--- src/rtl/mul_8x8_apprx_seq.sv ---
// Sequential 8x8 approximate multiplier: one 4x4 approximate cell reused over four nibble pairs.
// Optional ZERO_SKIP_EN: zero operands bypass the step sequence and complete immediately.

module mul_2x2_apprx (
  input  logic [1:0] a_i,
  input  logic [1:0] b_i,
  output logic [2:0] p_o
);
  // 3x3 is reported as 7 so the product fits in three bits.
  assign p_o = (a_i == 2'd3 && b_i == 2'd3) ? 3'd7 : ({1'b0, a_i} * {1'b0, b_i});
endmodule

module mul_4x4_apprx (
  input  logic [3:0] a_i,
  input  logic [3:0] b_i,
  output logic [7:0] p_o
);
  logic [3:0][2:0] pp;

  for (genvar g = 0; g < 4; g++) begin : g_cell
    mul_2x2_apprx u_cell (
      .a_i (a_i[2*(g%2) +: 2]),
      .b_i (b_i[2*(g/2) +: 2]),
      .p_o (pp[g])
    );
  end

  assign p_o = {5'b0, pp[0]} + ({5'b0, pp[1]} << 2) + ({5'b0, pp[2]} << 2) + ({5'b0, pp[3]} << 4);
endmodule

module mul_8x8_apprx_seq #(
  parameter int PP_REG = 0
) (
  input  logic        clk,
  input  logic        rst,
  input  logic        in_valid,
  output logic        in_ready,
  input  logic [7:0]  A,
  input  logic [7:0]  B,
  output logic        out_valid,
  input  logic        out_ready,
  output logic [15:0] P,
  output logic        busy
);
  typedef enum logic [1:0] {IDLE, STEP, DRAIN, DONE} state_t;

  state_t      state_q, state_d;
  logic [1:0]  k_q, k_d;
  logic [7:0]  a_q, a_d, b_q, b_d;
  logic [15:0] acc_q, acc_d, p_q, p_d;
  logic [7:0]  pp_q, pp_d;
  logic [3:0]  sh_q, sh_d;
  logic        in_ready_q, in_ready_d;

  logic [3:0]  cell_a, cell_b, sh_c;
  logic [7:0]  pp_c;
  logic [15:0] addend;

  // k[0] selects the high nibble of A, k[1] the high nibble of B.
  assign cell_a = k_q[0] ? a_q[7:4] : a_q[3:0];
  assign cell_b = k_q[1] ? b_q[7:4] : b_q[3:0];
  assign sh_c   = {k_q[0] & k_q[1], k_q[0] ^ k_q[1], 2'b00};

  mul_4x4_apprx u_cell (
    .a_i (cell_a),
    .b_i (cell_b),
    .p_o (pp_c)
  );

  assign addend = (PP_REG != 0) ? ({8'h00, pp_q} << sh_q) : ({8'h00, pp_c} << sh_c);

  always_comb begin
    state_d    = state_q;
    k_d        = k_q;
    a_d        = a_q;
    b_d        = b_q;
    acc_d      = acc_q;
    pp_d       = pp_q;
    sh_d       = sh_q;
    p_d        = p_q;
    unique case (state_q)
      IDLE: begin
        if (in_valid && in_ready_q) begin
          a_d     = A;
          b_d     = B;
          acc_d   = '0;
          k_d     = '0;
          pp_d    = '0;
          sh_d    = '0;
          state_d = STEP;
`ifdef ZERO_SKIP_EN
          if (A == 8'h00 || B == 8'h00) begin
            state_d = DONE;
            p_d     = '0;
          end
`endif
        end
      end
      STEP: begin
        // With PP_REG the first step adds the cleared pp_q, i.e. nothing.
        acc_d = acc_q + addend;
        pp_d  = pp_c;
        sh_d  = sh_c;
        k_d   = k_q + 2'd1;
        if (k_q == 2'd3) begin
          if (PP_REG != 0) begin
            state_d = DRAIN;
          end else begin
            state_d = DONE;
            p_d     = acc_d;
          end
        end
      end
      DRAIN: begin
        acc_d   = acc_q + addend;
        state_d = DONE;
        p_d     = acc_d;
      end
      DONE: begin
        if (out_ready) state_d = IDLE;
      end
      default: state_d = IDLE;
    endcase
    in_ready_d = (state_d == IDLE);
  end

  always_ff @(posedge clk or posedge rst) begin
    if (rst) begin
      state_q    <= IDLE;
      k_q        <= '0;
      a_q        <= '0;
      b_q        <= '0;
      acc_q      <= '0;
      pp_q       <= '0;
      sh_q       <= '0;
      p_q        <= '0;
      in_ready_q <= 1'b0;
    end else begin
      state_q    <= state_d;
      k_q        <= k_d;
      a_q        <= a_d;
      b_q        <= b_d;
      acc_q      <= acc_d;
      pp_q       <= pp_d;
      sh_q       <= sh_d;
      p_q        <= p_d;
      in_ready_q <= in_ready_d;
    end
  end

  assign in_ready  = in_ready_q;
  assign out_valid = (state_q == DONE);
  assign busy      = (state_q != IDLE);
  assign P         = p_q;
endmodule
--- config.mk ---
export PLATFORM = sky130hd
export DESIGN_NAME = mul_8x8_apprx_seq
export DESIGN_NICKNAME = d
export VERILOG_FILES = /design/src/rtl/mul_8x8_apprx_seq.sv
export SDC_FILE = /design/constraint.sdc
export NUM_CORES = 1
export LEC_CHECK = 0
export CORE_MARGIN = 10
export CORE_UTILIZATION = 35
export CTS_CLUSTER_DIAMETER = 30
export DETAILED_ROUTE_END_ITERATION = 6
export PLACE_DENSITY = 0.58
export SLEW_MARGIN = 40
export SYNTH_ARGS = -nofsm -noshare
export SYNTH_HDL_FRONTEND = slang
export SYNTH_SLANG_ARGS = --single-unit
--- constraint.sdc ---
create_clock -name clk -period 10.39 [get_ports clk]
set_clock_uncertainty 0.15 [all_clocks]
set_input_delay 1.5585 -clock clk [delete_from_list [all_inputs] [get_ports clk]]
set_output_delay 1.5585 -clock clk [all_outputs]
set_load 0.02 [all_outputs]
==> run metrics <==
Post-Syn Area per Cell=about 9.3 sq um; worst hold-check path type=reg2reg; worst r2r src=k_q[0]; max-cap violations=0; dpl hpwl=around 6300 microns; status=finished clean; Die Y=120 microns; clock power share=10.0%; most frequent cells in the layout=53 x dfrtp_1, 44 x nand2_1, 39 x nor2_1; cell accounting for the most synthesized area=dfrtp_1; Reg clk slew, reported paths=0.10 ns; Max Clk Rate=178 MHz; post-route cell area=4100 sq um; type of origin of the critical path=flip-flop; syn_nets=431; # diodes=0; mapped cell area=around 3500 sq um; RSZ-0062 raised after global routing=false; Tmin final=5.61 ns; top-area cell type share of the netlist area=38.0%; first-pass GRT wire length=14000 microns; Die Width=120 microns; maximum clock path buffer count=2; Unique masters post-synth=48; hold_sp=P[0]; TritonCTS clock tree=done; Yosys warning total=0; Tcrit/Tclk final=54.0%; Post-Synthesis Cells=between 300 and 400; placed inst area=4010 sq um; EDFF count, synth=0; Comb pwr share=roughly three fifths; port bufs=38; Synth area leaders=dfrtp_1 38%, ha_1 12%, mux2_2 5.5%; Seq/Total Area, Yosys=38.0%; initial core utilization=between 30% and 40%; Via-to-Cell Ratio=5.08; Critical Path RT=around 10 ns; internal power=approximately 630 uW; total grt overflow=0; final setup fails=0; htree depth=2; sequential power share=30.2%; worst skew pair latency=0.31 ns; Final Wtd Congestion=approximately 0.85; # nets final=467; Hold Vio Cnt, Final=0; crit-path max FO=7; final WL=slightly above 8000 microns; Antenna Nets Post-Route=0; Ports=39; via count=2771; setup TNS=0 ns; NetSw=about 540 uW; cts repair resizes=0; crit path DAT=~5.7 ns; Root Buffer=clkbuf_8; CORE AREA=9730 sq um; critical path capture point type=flip-flop; Pwr Density=approximately 280 nW/um^2; vias in the first global route=2868; max-slew violation count=0; CTS sink cnt=53; Routed WL per cell=14.8 microns; LEAKAGE=between 1.5 and 2 nW; final hold slack=0.330 ns; Tightest Pin Transition=~0.7 ns; Rows=36; P&R area growth vs syn=17.5%; FF+latch count, synth=53; commonest non-fill, non-tap cell in the layout=dfrtp_1; critical path startpoint=k_q[0]; maximum number of pins on one net before global-route repair=54; share of cells above drive strength 1=around 8.7%; FFs w/ async S/R, synth=100%; net switching share of the total power=between 40 and 50%; CTS Buf Count=5; Remaining DRCs=0; fin util=42.1%; Global Route Usage Sum=around 11%; kind of critical path=reg2reg; first drt pass iteration count=4; maximum vdd drop=150 uV; main flop type after synthesis=dfrtp_1; initial antenna violation count=0; hold-fix buffer count after cts=0; Detailed Route Iter0 Violations=77; max_slew headroom=53.8%; Post-CTS Setup Bufs=0; die area=14400 sq um
-- power groups by stage --
stage	logic, mW	clock network, mW	registers [mW]
floorplan	0.485	0	0.369
global placement	0.692	0	0.356
detailed placement	0.706	0	0.357
CTS	0.708	0.121	0.353
global route	0.788	0.129	0.364
finish	0.698	0.117	0.353
-- per-stage QoR --
| stage | power, mW | instances | setup slack (ns) |
|---|---|---|---|
| CTS | 1.18 | 545 | 4.80 |
| finish | 1.17 | 545 | 4.78 |
| detailed placement | 1.06 | 537 | 4.85 |
| global route | 1.28 | 545 | 4.46 |
| global placement | 1.05 | 537 | 5.00 |
| floorplan | 0.854 | 375 | 5.12 |
-- cell families (layout without fill, tap and decap cells) --
family	Yosys count	count (layout)	share of synthesized area, %
and+or+nand+nor	117	117	15.0
buffers and inverters	27	64	2.91
AOI/OAI and AO/OA	101	101	18.7
adders and majority gates	36	36	13.6
DFF	53	53	38.0
muxes	27	27	8.36
xor gates and xnor gates	14	14	3.52
-- state kept, by name, summed over array words and instances, names as in the netlist --
signal    cells
k_q           2
state_q       2
a_q           8
P            16
in_ready      1
acc_q        16
b_q           8
-- cell type report --
type	count	area, sq um
Clock inverter	2	10.0
Fill cell	990	5630
Tap cell	133	166
Timing Repair Buffer	41	403
Sequential cell	53	1330
Inverter	15	56.3
Clock buffer	6	72.6
Multi-Input combinational cell	295	2060
-- cell usage after synthesis (all sizes together), types with 2 or more instances --
cell type / count
a211oi: 2
a21boi: 3
a21o: 10
a21oi: 23
a31o: 3
a32o: 3
and2: 2
clkbuf: 12
dfrtp: 53
fa: 3
ha: 33
inv: 15
mux2: 17
mux2i: 10
nand2: 44
nand2b: 5
nand3: 5
nand4b: 2
nor2: 39
nor2b: 3
nor3: 6
o21a: 3
o21ai: 32
o22ai: 5
o311ai: 2
o31ai: 6
or2: 2
or3: 2
or4: 2
xnor2: 6
xor2: 8
-- per-layer routing --
metal | track usage, % | vias up | part of all wire (%)
li1 | - | 1413 | -
met1 | 14.8 | 1322 | 48
met2 | 19.3 | 29 | 48
met3 | 2.06 | 7 | 3.1
met4 | 3.24 | 0 | 1.2
met5 | 0 | - | 0
-- final timing paths --
kind	end	slack, ns	cells past startpoint
setup / recovery	acc_q[15]	4.78	20
hold / removal	P[0]	0.33	2
setup reg to reg	acc_q[15]	4.78	20
hold reg to reg	P[0]	0.33	2
max in group asynchronous	acc_q[3]	8.03	3
min in group asynchronous	in_ready	1.60	3
-- worst max-delay path, cell delays in order (launching register included) --
cell,delay (ns)
dfrtp_1,0.51
mux2i_1,0.46
nor2_1,0.10
ha_1,0.23
o21a_1,0.19
ha_1,0.20
ha_1,0.19
xnor2_1,0.22
fa_1,0.48
ha_1,0.31
a21o_1,0.17
a21oi_1,0.16
xor2_1,0.22
nor2_1,0.06
a21oi_1,0.17
nor2_1,0.06
ha_1,0.36
a21oi_1,0.34
a2111oi_2,0.17
or4_1,0.49
a32o_1,0.26
Power figures use the tool's default switching activity.
